<file path="config.mk">
export PLATFORM = sky130hd
export DESIGN_NAME = dis_controller_v2
export DESIGN_NICKNAME = d
export VERILOG_FILES = /design/src/rtl/dis_pkg.sv /design/src/rtl/dis_issue_arb.sv /design/src/rtl/dis_controller_v2.sv
export SDC_FILE = /design/constraint.sdc
export NUM_CORES = 1
export LEC_CHECK = 0
export CORE_ASPECT_RATIO = 0.75
export CORE_MARGIN = 8
export CORE_UTILIZATION = 35
export CTS_CLUSTER_DIAMETER = 30
export DETAILED_ROUTE_END_ITERATION = 16
export PLACE_DENSITY = 0.75
export SLEW_MARGIN = 15
export SYNTH_ARGS = -nofsm -noshare
export SYNTH_HDL_FRONTEND = slang
export SYNTH_HIERARCHICAL = 1
export SYNTH_SLANG_ARGS = --single-unit
</file>
<file path="constraint.sdc">
create_clock -name clk -period 3.4 [get_ports clk]
set_input_delay 0.51 -clock clk [delete_from_list [all_inputs] [get_ports clk]]
set_output_delay 0.51 -clock clk [all_outputs]
set_load 0.005 [all_outputs]
</file>
<file path="src/rtl/dis_pkg.sv">
// -----------------------------------------------------------------------------
// dis_pkg
// Shared definitions for the dispatch controller: sizing constants, the
// one-hot FSM state type and the CU-id to resource-table-group mapping.
// -----------------------------------------------------------------------------
package dis_pkg;

  localparam int NUMBER_CU            = 8;
  localparam int CU_ID_WIDTH          = 3;
  localparam int RES_TABLE_ADDR_WIDTH = 2;
  localparam int NUMBER_RES_TABLE     = 1 << RES_TABLE_ADDR_WIDTH;
  localparam int STARVE_LIMIT         = 4;
  localparam int STARVE_CNT_W         = 3;

  typedef logic [CU_ID_WIDTH-1:0]          cu_id_t;
  typedef logic [RES_TABLE_ADDR_WIDTH-1:0] grp_t;

  typedef enum logic [3:0] {
    ST_IDLE   = 4'b0001,
    ST_ALLOC  = 4'b0010,
    ST_HANDLE = 4'b0100,
    ST_ACK    = 4'b1000
  } dis_state_e;

  // A group is the upper RES_TABLE_ADDR_WIDTH bits of the CU id.
  function automatic grp_t group_of(input cu_id_t cu);
    return cu[CU_ID_WIDTH-1 -: RES_TABLE_ADDR_WIDTH];
  endfunction

endpackage

</file>
<file path="src/rtl/dis_issue_arb.sv">
// -----------------------------------------------------------------------------
// dis_issue_arb
// Chooses between a dealloc candidate and an alloc/reject candidate on the
// shared issue path. Dealloc normally wins; after STARVE_LIMIT consecutive
// dealloc wins over a ready alloc, the alloc is forced through.
// Ports:
//   clk, rst          clock, asynchronous active-high reset
//   d_cand_i          dealloc candidate ready (its group is unlocked)
//   a_cand_i          alloc candidate ready (waiting, group unlocked, path ok)
//   a_rejected_i      the waiting decision is a reject
//   issue_dealloc_o   one-hot issue select: dealloc
//   issue_alloc_o     one-hot issue select: alloc
//   issue_reject_o    one-hot issue select: reject
// -----------------------------------------------------------------------------
module dis_issue_arb
  import dis_pkg::*;
(
  input  logic clk,
  input  logic rst,
  input  logic d_cand_i,
  input  logic a_cand_i,
  input  logic a_rejected_i,
  output logic issue_dealloc_o,
  output logic issue_alloc_o,
  output logic issue_reject_o
);

  logic [STARVE_CNT_W-1:0] starve_cnt_q, starve_cnt_d;
  logic                    a_win;

  // NOTE: every signal driven here gets a default before any branch, so no
  // path leaves a value unassigned and no latch is inferred.
  always_comb begin
    a_win           = a_cand_i & (~d_cand_i | (starve_cnt_q == STARVE_CNT_W'(STARVE_LIMIT)));
    issue_dealloc_o = d_cand_i & ~a_win;
    issue_alloc_o   = a_win & ~a_rejected_i;
    issue_reject_o  = a_win & a_rejected_i;
    starve_cnt_d    = starve_cnt_q;
    if (a_win) begin
      starve_cnt_d = '0;
    end else if (a_cand_i && d_cand_i) begin
      // Only a dealloc win against a ready alloc counts as starvation.
      starve_cnt_d = starve_cnt_q + 1'b1;
    end
  end

  // NOTE: state registers use non-blocking assignments so every flop samples
  // the pre-edge values regardless of block evaluation order.
  always_ff @(posedge clk or posedge rst) begin
    if (rst) begin
      starve_cnt_q <= '0;
    end else begin
      starve_cnt_q <= starve_cnt_d;
    end
  end

endmodule

</file>
<file path="src/rtl/dis_controller_v2.sv">
// -----------------------------------------------------------------------------
// dis_controller_v2
// Dispatch controller for the CTA scheduler. Sequences a workgroup allocation
// (start -> allocator decision -> issue -> ack), retains the allocator
// decision until it actually issues, arbitrates alloc/dealloc issue against a
// per-group lock vector and flags completions that hit an unlocked group.
// Ports:
//   clk, rst                               clock, async active-high reset
//   inflight_wg_buffer_alloc_valid_i       WG pending for allocation
//   inflight_wg_buffer_alloc_available_i   buffer can supply WG data
//   allocator_cu_valid_i/_rejected_i/_id_out_i  allocator decision
//   grt_wg_alloc_done_i/_cu_id_i           GRT finished an alloc
//   grt_wg_dealloc_done_i/_cu_id_i         GRT finished a dealloc
//   gpu_interface_alloc_available_i        interface can accept alloc
//   gpu_interface_dealloc_available_i      interface has a dealloc request
//   gpu_interface_cu_id_i                  CU of the dealloc request
//   dis_controller_*_o                     registered one-cycle pulses,
//                                          busy vector and sticky error
// -----------------------------------------------------------------------------
module dis_controller_v2
  import dis_pkg::*;
(
  input  logic                   clk,
  input  logic                   rst,
  input  logic                   inflight_wg_buffer_alloc_valid_i,
  input  logic                   inflight_wg_buffer_alloc_available_i,
  input  logic                   allocator_cu_valid_i,
  input  logic                   allocator_cu_rejected_i,
  input  logic [CU_ID_WIDTH-1:0] allocator_cu_id_out_i,
  input  logic                   grt_wg_alloc_done_i,
  input  logic [CU_ID_WIDTH-1:0] grt_wg_alloc_cu_id_i,
  input  logic                   grt_wg_dealloc_done_i,
  input  logic [CU_ID_WIDTH-1:0] grt_wg_dealloc_cu_id_i,
  input  logic                   gpu_interface_alloc_available_i,
  input  logic                   gpu_interface_dealloc_available_i,
  input  logic [CU_ID_WIDTH-1:0] gpu_interface_cu_id_i,
  output logic                   dis_controller_start_alloc_o,
  output logic                   dis_controller_alloc_ack_o,
  output logic                   dis_controller_wg_alloc_valid_o,
  output logic                   dis_controller_wg_dealloc_valid_o,
  output logic                   dis_controller_wg_rejected_valid_o,
  output logic [NUMBER_CU-1:0]   dis_controller_cu_busy_o,
  output logic                   dis_controller_err_o
);

  dis_state_e                  state_q, state_d;
  logic [NUMBER_RES_TABLE-1:0] lock_q, lock_d, lock_set, lock_clr;
  logic                        alloc_waiting_q, alloc_waiting_d;
  cu_id_t                      wait_id_q, wait_id_d;
  logic                        wait_rej_q, wait_rej_d;
  logic                        start_q, start_d, ack_q, ack_d;
  logic                        alloc_q, dealloc_q, reject_q;
  logic                        err_q, err_d;
  logic                        capture;
  logic                        d_cand, a_cand;
  logic                        issue_dealloc, issue_alloc, issue_reject;

  // Candidates are qualified against the registered lock vector only.
  always_comb begin
    d_cand = gpu_interface_dealloc_available_i & ~lock_q[group_of(gpu_interface_cu_id_i)];
    a_cand = alloc_waiting_q & ~lock_q[group_of(wait_id_q)] &
             (wait_rej_q | (gpu_interface_alloc_available_i &
                            inflight_wg_buffer_alloc_available_i));
  end

  dis_issue_arb u_arb (
    .clk             (clk),
    .rst             (rst),
    .d_cand_i        (d_cand),
    .a_cand_i        (a_cand),
    .a_rejected_i    (wait_rej_q),
    .issue_dealloc_o (issue_dealloc),
    .issue_alloc_o   (issue_alloc),
    .issue_reject_o  (issue_reject)
  );

  // Allocation sequencing FSM.
  always_comb begin
    state_d = state_q;
    start_d = 1'b0;
    ack_d   = 1'b0;
    capture = 1'b0;
    unique case (state_q)
      ST_IDLE: begin
        if (inflight_wg_buffer_alloc_valid_i && !(&lock_q)) begin
          state_d = ST_ALLOC;
          start_d = 1'b1;
        end
      end
      ST_ALLOC: begin
        if (allocator_cu_valid_i) begin
          state_d = ST_HANDLE;
          capture = 1'b1;
        end
      end
      ST_HANDLE: begin
        if (!alloc_waiting_q) begin
          state_d = ST_ACK;
          ack_d   = 1'b1;
        end
      end
      ST_ACK:  state_d = ST_IDLE;
      default: state_d = ST_IDLE;
    endcase
  end

  // The waiting decision survives until it issues, whatever the interface or
  // buffer availability does in the meantime.
  always_comb begin
    alloc_waiting_d = alloc_waiting_q;
    wait_id_d       = wait_id_q;
    wait_rej_d      = wait_rej_q;
    if (issue_alloc || issue_reject) begin
      alloc_waiting_d = 1'b0;
    end
    if (capture) begin
      alloc_waiting_d = 1'b1;
      wait_id_d       = allocator_cu_id_out_i;
      wait_rej_d      = allocator_cu_rejected_i;
    end
  end

  // Both completions may land together; sets only target unlocked groups, so
  // set and clear never collide on the same bit.
  always_comb begin
    lock_set = '0;
    lock_clr = '0;
    if (grt_wg_alloc_done_i)   lock_clr[group_of(grt_wg_alloc_cu_id_i)]   = 1'b1;
    if (grt_wg_dealloc_done_i) lock_clr[group_of(grt_wg_dealloc_cu_id_i)] = 1'b1;
    if (issue_dealloc)         lock_set[group_of(gpu_interface_cu_id_i)]  = 1'b1;
    if (issue_alloc)           lock_set[group_of(wait_id_q)]              = 1'b1;
    lock_d = (lock_q & ~lock_clr) | lock_set;
    err_d  = err_q |
             (grt_wg_alloc_done_i   & ~lock_q[group_of(grt_wg_alloc_cu_id_i)]) |
             (grt_wg_dealloc_done_i & ~lock_q[group_of(grt_wg_dealloc_cu_id_i)]);
  end

  always_ff @(posedge clk or posedge rst) begin
    if (rst) begin
      state_q         <= ST_IDLE;
      lock_q          <= '0;
      alloc_waiting_q <= 1'b0;
      wait_id_q       <= '0;
      wait_rej_q      <= 1'b0;
      start_q         <= 1'b0;
      ack_q           <= 1'b0;
      alloc_q         <= 1'b0;
      dealloc_q       <= 1'b0;
      reject_q        <= 1'b0;
      err_q           <= 1'b0;
    end else begin
      state_q         <= state_d;
      lock_q          <= lock_d;
      alloc_waiting_q <= alloc_waiting_d;
      wait_id_q       <= wait_id_d;
      wait_rej_q      <= wait_rej_d;
      start_q         <= start_d;
      ack_q           <= ack_d;
      alloc_q         <= issue_alloc;
      dealloc_q       <= issue_dealloc;
      reject_q        <= issue_reject;
      err_q           <= err_d;
    end
  end

  // Each CU reports the lock of the group it belongs to.
  always_comb begin
    dis_controller_cu_busy_o = '0;
    for (int i = 0; i < NUMBER_CU; i++) begin
      dis_controller_cu_busy_o[i] = lock_q[group_of(cu_id_t'(i))];
    end
  end

  assign dis_controller_start_alloc_o       = start_q;
  assign dis_controller_alloc_ack_o         = ack_q;
  assign dis_controller_wg_alloc_valid_o    = alloc_q;
  assign dis_controller_wg_dealloc_valid_o  = dealloc_q;
  assign dis_controller_wg_rejected_valid_o = reject_q;
  assign dis_controller_err_o               = err_q;

endmodule

</file>
==> out/results.tsv <==
stage	metric	value	unit
status	status	completed	
worst_setup_path	setup.worst_path.end_class	flip-flop	
global_routing	grt_pass1_vias	949	
die	die_area	0.00531	mm^2
die	floorplan.initialDensity	0.355	
worst_setup_path	critical_path.startpoint_type	input port	
placed_design	placed_cells	170	
layout	final_nets	159	
hold_path	hold_path.class	in -> async	
power_and_ir_drop	p_total	0.00105	W
layout	post-route-util	0.476	
logic_synthesis	synth_cell_types	34	
worst_setup_path	critPathLaunch	gpu_interface_cu_id_i[1]	
layout	layout.cells.non_filler	174	
worst_setup_path	worst-setup-path-type	in -> reg	
clock_tree	cts_hold_buffers	0	
layout	flow.area_growth_from_synthesis	34.0	%
clock_tree	clock_sinks	21	
clock_tree	h_tree_depth_reported_by_cts	1	
detailed_routing	dr.first_iter.drc_count	56	
power_and_ir_drop	clock_share_of_power	0.155	
detailed_routing	dr_total_vias	910	
timing	slew_viol_final	0	
worst_setup_path	ff2ff_path_depth	7	
clock_tree	cts_buffers	3	
worst_setup_path	cp_top_family	buffers and inverters	
timing	final.min_clock_period	2.31	ns
worst_setup_path	critPathRequiredTime	3.53	ns
power_and_ir_drop	power-per-cell-area	692	mW/mm^2
timing	rsz_0062_raised_after_global_routing	no	
detailed_routing	total_routed_wirelength	2670	um
placed_design	hpwl	2050	um
die	fp.dieW	81.5	um
placed_design	io_buffer_count	31	
worst_setup_path	number_of_cells_on_the_critical_path	7	
placed_design	gpl.final_weighted_congestion	0.757	
clock_tree	tritoncts	built	
clock_tree	clk_pin_slew	0.07	ns
clock_tree	clock_tree.root_cell	sky130_fd_sc_hd__clkbuf_8	
worst_setup_path	critical_path_buf_inv_count	1	
die	fp-row-count	18	
worst_setup_path	regToRegEndpoint	lock_q[3]	
worst_setup_path	crit_fanout	4	
power_and_ir_drop	power.sequential.fraction	0.438	
worst_setup_path	r2r_setup_slack	1.13	ns
timing	hold_slack	0.447	ns
die	core_region_area	0.00318	mm^2
layout	antennaDiodeCount	0	
clock_tree	cts.repair.resized	0	
logic_synthesis	number_of_warnings_issued_by_yosys	6	
global_routing	pin_count_of_the_biggest_net_entering_global_routing	19	
power_and_ir_drop	power.switching	0.000348	W
die	floorplan.die.height	65.2	um
logic_synthesis	synth.avg_cell_area	11.1	um^2
logic_synthesis	syn_inst	102	
timing	worst_slew_pin_slew	0.672	ns
worst_setup_path	worst-endpoint-arrival	2.44	ns
job	maxCapViolations	0	
worst_setup_path	slowest_delay	0.51	ns
global_routing	gr-total-overflow	0	
worst_setup_path	source_of_the_worst_register_to_register_timing_path	lock_q[3]	
timing	finalSetupViolations	0	
timing	finClkSkew	0.00222	ns
global_routing	grt_first_pass_wirelength	4510	um
die	io_pins	36	
detailed_routing	detail_route.vias_per_cell	5.23	
layout	layout.cells.most_common_list	31 x sky130_fd_sc_hd__clkdlybuf4s50_1, 20 x sky130_fd_sc_hd__dfrtp_1, 11 x sky130_fd_sc_hd__inv_1	
global_routing	antenna_violations_before_repair	0	
timing	relative_slew_slack	0.551	
logic_synthesis	postSynthNetCount	126	
timing	setup_total_negative_slack	0	ns
detailed_routing	firstDrtPassIters	4	
logic_synthesis	postSynthRegisterBits	21	
logic_synthesis	seq_area_frac_synth	0.467	
worst_setup_path	critPathSlowestCell	sky130_fd_sc_hd__clkdlybuf4s50_1	
clock_tree	clk-insertion-delay-late	0.26	ns
worst_setup_path	cp_cell_sequence	clkdlybuf4s50_1 -> mux4_2 -> nor2b_1 -> a21bo_2 -> nor3b_1 -> nand2b_1 -> o221ai_1	
detailed_routing	drc	0	
logic_synthesis	synth.cell_area	0.00113	mm^2
power_and_ir_drop	internal_power	0.000697	W
power_and_ir_drop	worst_ir_drop_vdd	364	uV
clock_tree	max-clock-path-buffers	2	
power_and_ir_drop	p_comb_frac	0.408	
global_routing	total_routing_resource_utilization_after_global_routing	0.108	
clock_tree	post-cts-setup-buffers	0	
timing	finalCritPeriodShare	0.681	
detailed_routing	drtAntennaViolNets	0	
power_and_ir_drop	leakagePower	0.647	nW
timing	clock.fmax	432	MHz
layout	drive_gt1_frac	0.112	
power_and_ir_drop	switching_share	0.333	
layout	layout.cells.most_common	sky130_fd_sc_hd__clkdlybuf4s50_1	
detailed_routing	routedWlPerCell	15.3	um
timing	finalHoldViolations	0	
==> routing by layer <==
metal  wire (um)  part of all wire  global-route usage
met1        1180              0.44               0.137
met3         202             0.076              0.0381
met4          43             0.016              0.0422
met5           0                 0                   0
met2        1240              0.47               0.163
==> power by group through the flow <==
stage,Clock [W],Combinational (W),Sequential (W)
3_3_place_gp,0,0.000419,0.000454
4_1_cts,0.000166,0.000434,0.000457
5_1_grt,0.000181,0.000465,0.000480
3_5_place_dp,0,0.000430,0.000461
6_report,0.000162,0.000426,0.000458
2_1_floorplan,0,0.000272,0.000429
==> cells in the mapped netlist <==
library cell / instances / area (um^2)
sky130_fd_sc_hd__a21bo_2: 1 / 10.0
sky130_fd_sc_hd__a211oi_1: 2 / 15.0
sky130_fd_sc_hd__nor4bb_1: 1 / 10.0
sky130_fd_sc_hd__buf_4: 4 / 30.0
sky130_fd_sc_hd__or4_4: 1 / 11.3
sky130_fd_sc_hd__nor2_1: 2 / 7.51
sky130_fd_sc_hd__nand2_1: 10 / 37.5
sky130_fd_sc_hd__mux4_2: 3 / 67.6
sky130_fd_sc_hd__or2b_1: 1 / 7.51
sky130_fd_sc_hd__dfstp_2: 1 / 26.3
sky130_fd_sc_hd__or3_2: 1 / 7.51
sky130_fd_sc_hd__and4b_1: 1 / 10.0
sky130_fd_sc_hd__ha_1: 2 / 25.0
sky130_fd_sc_hd__a21oi_1: 2 / 10.0
sky130_fd_sc_hd__inv_1: 11 / 41.3
sky130_fd_sc_hd__o22ai_1: 1 / 6.26
sky130_fd_sc_hd__nand3b_1: 2 / 15.0
sky130_fd_sc_hd__nand2b_1: 7 / 43.8
sky130_fd_sc_hd__mux2_2: 1 / 11.3
sky130_fd_sc_hd__nor3b_1: 2 / 15.0
sky130_fd_sc_hd__o221ai_1: 9 / 78.8
sky130_fd_sc_hd__and4_1: 1 / 8.76
sky130_fd_sc_hd__dfrtp_1: 20 / 500
sky130_fd_sc_hd__o21ai_1: 1 / 5.00
sky130_fd_sc_hd__a211o_1: 1 / 8.76
sky130_fd_sc_hd__mux2i_1: 1 / 10.0
sky130_fd_sc_hd__nor4_1: 3 / 18.8
sky130_fd_sc_hd__nor2b_1: 1 / 6.26
sky130_fd_sc_hd__nor3_1: 1 / 5.00
sky130_fd_sc_hd__or3_1: 1 / 6.26
sky130_fd_sc_hd__mux2_4: 3 / 45.0
sky130_fd_sc_hd__and3_1: 1 / 6.26
sky130_fd_sc_hd__a31oi_1: 2 / 12.5
sky130_fd_sc_hd__o21bai_1: 1 / 7.51
==> how the worst max path moves through the flow <==
stage	endpoint	slack, ns
after detailed placement	lock_q[0]	0.80
final	lock_q[0]	1.09
after floorplan	lock_q[1]	1.19
after global placement	lock_q[2]	0.85
after global routing	lock_q[3]	0.90
after CTS	lock_q[0]	1.09
==> flip-flops by register name, indices dropped and copies added (netlist names) <==
name                                flops
alloc_waiting_q                         1
u_arb/starve_cnt_q                      3
dis_controller_err_o                    1
dis_controller_start_alloc_o            1
lock_q                                  4
state_q                                 4
wait_id_q                               2
dis_controller_wg_dealloc_valid_o       1
dis_controller_wg_rejected_valid_o      1
wait_rej_q                              1
dis_controller_alloc_ack_o              1
dis_controller_wg_alloc_valid_o         1
==> cells by family (layout without fill, tap and decap cells) <==
| logic type | count (synthesis) | count (layout) | synth area share |
|---|---|---|---|
| buffers and inverters | 15 | 47 | 0.0633 |
| and+or+nand+nor | 36 | 36 | 0.192 |
| AOI/OAI and AO/OA | 20 | 20 | 0.137 |
| adders and majority gates | 2 | 2 | 0.0222 |
| DFF | 21 | 21 | 0.467 |
| muxes | 8 | 8 | 0.119 |
==> stage by stage <==
stage          setup slack [ns]  instance area [um^2]
6_report                   1.09                  1510
2_1_floorplan              1.19                  1130
4_1_cts                    1.09                  1510
3_5_place_dp              0.805                  1470
5_1_grt                   0.900                  1510
3_3_place_gp              0.855                  1470
==> area by class of cell <==
class	count	area [um^2]
clock buffer	4	45.0
fill	296	1670
inverter	11	41.3
multi-input combinational	66	529
sequential	21	527
tap	40	50.0
timing repair buffer	32	318
(Power assumes the default switching activity.)
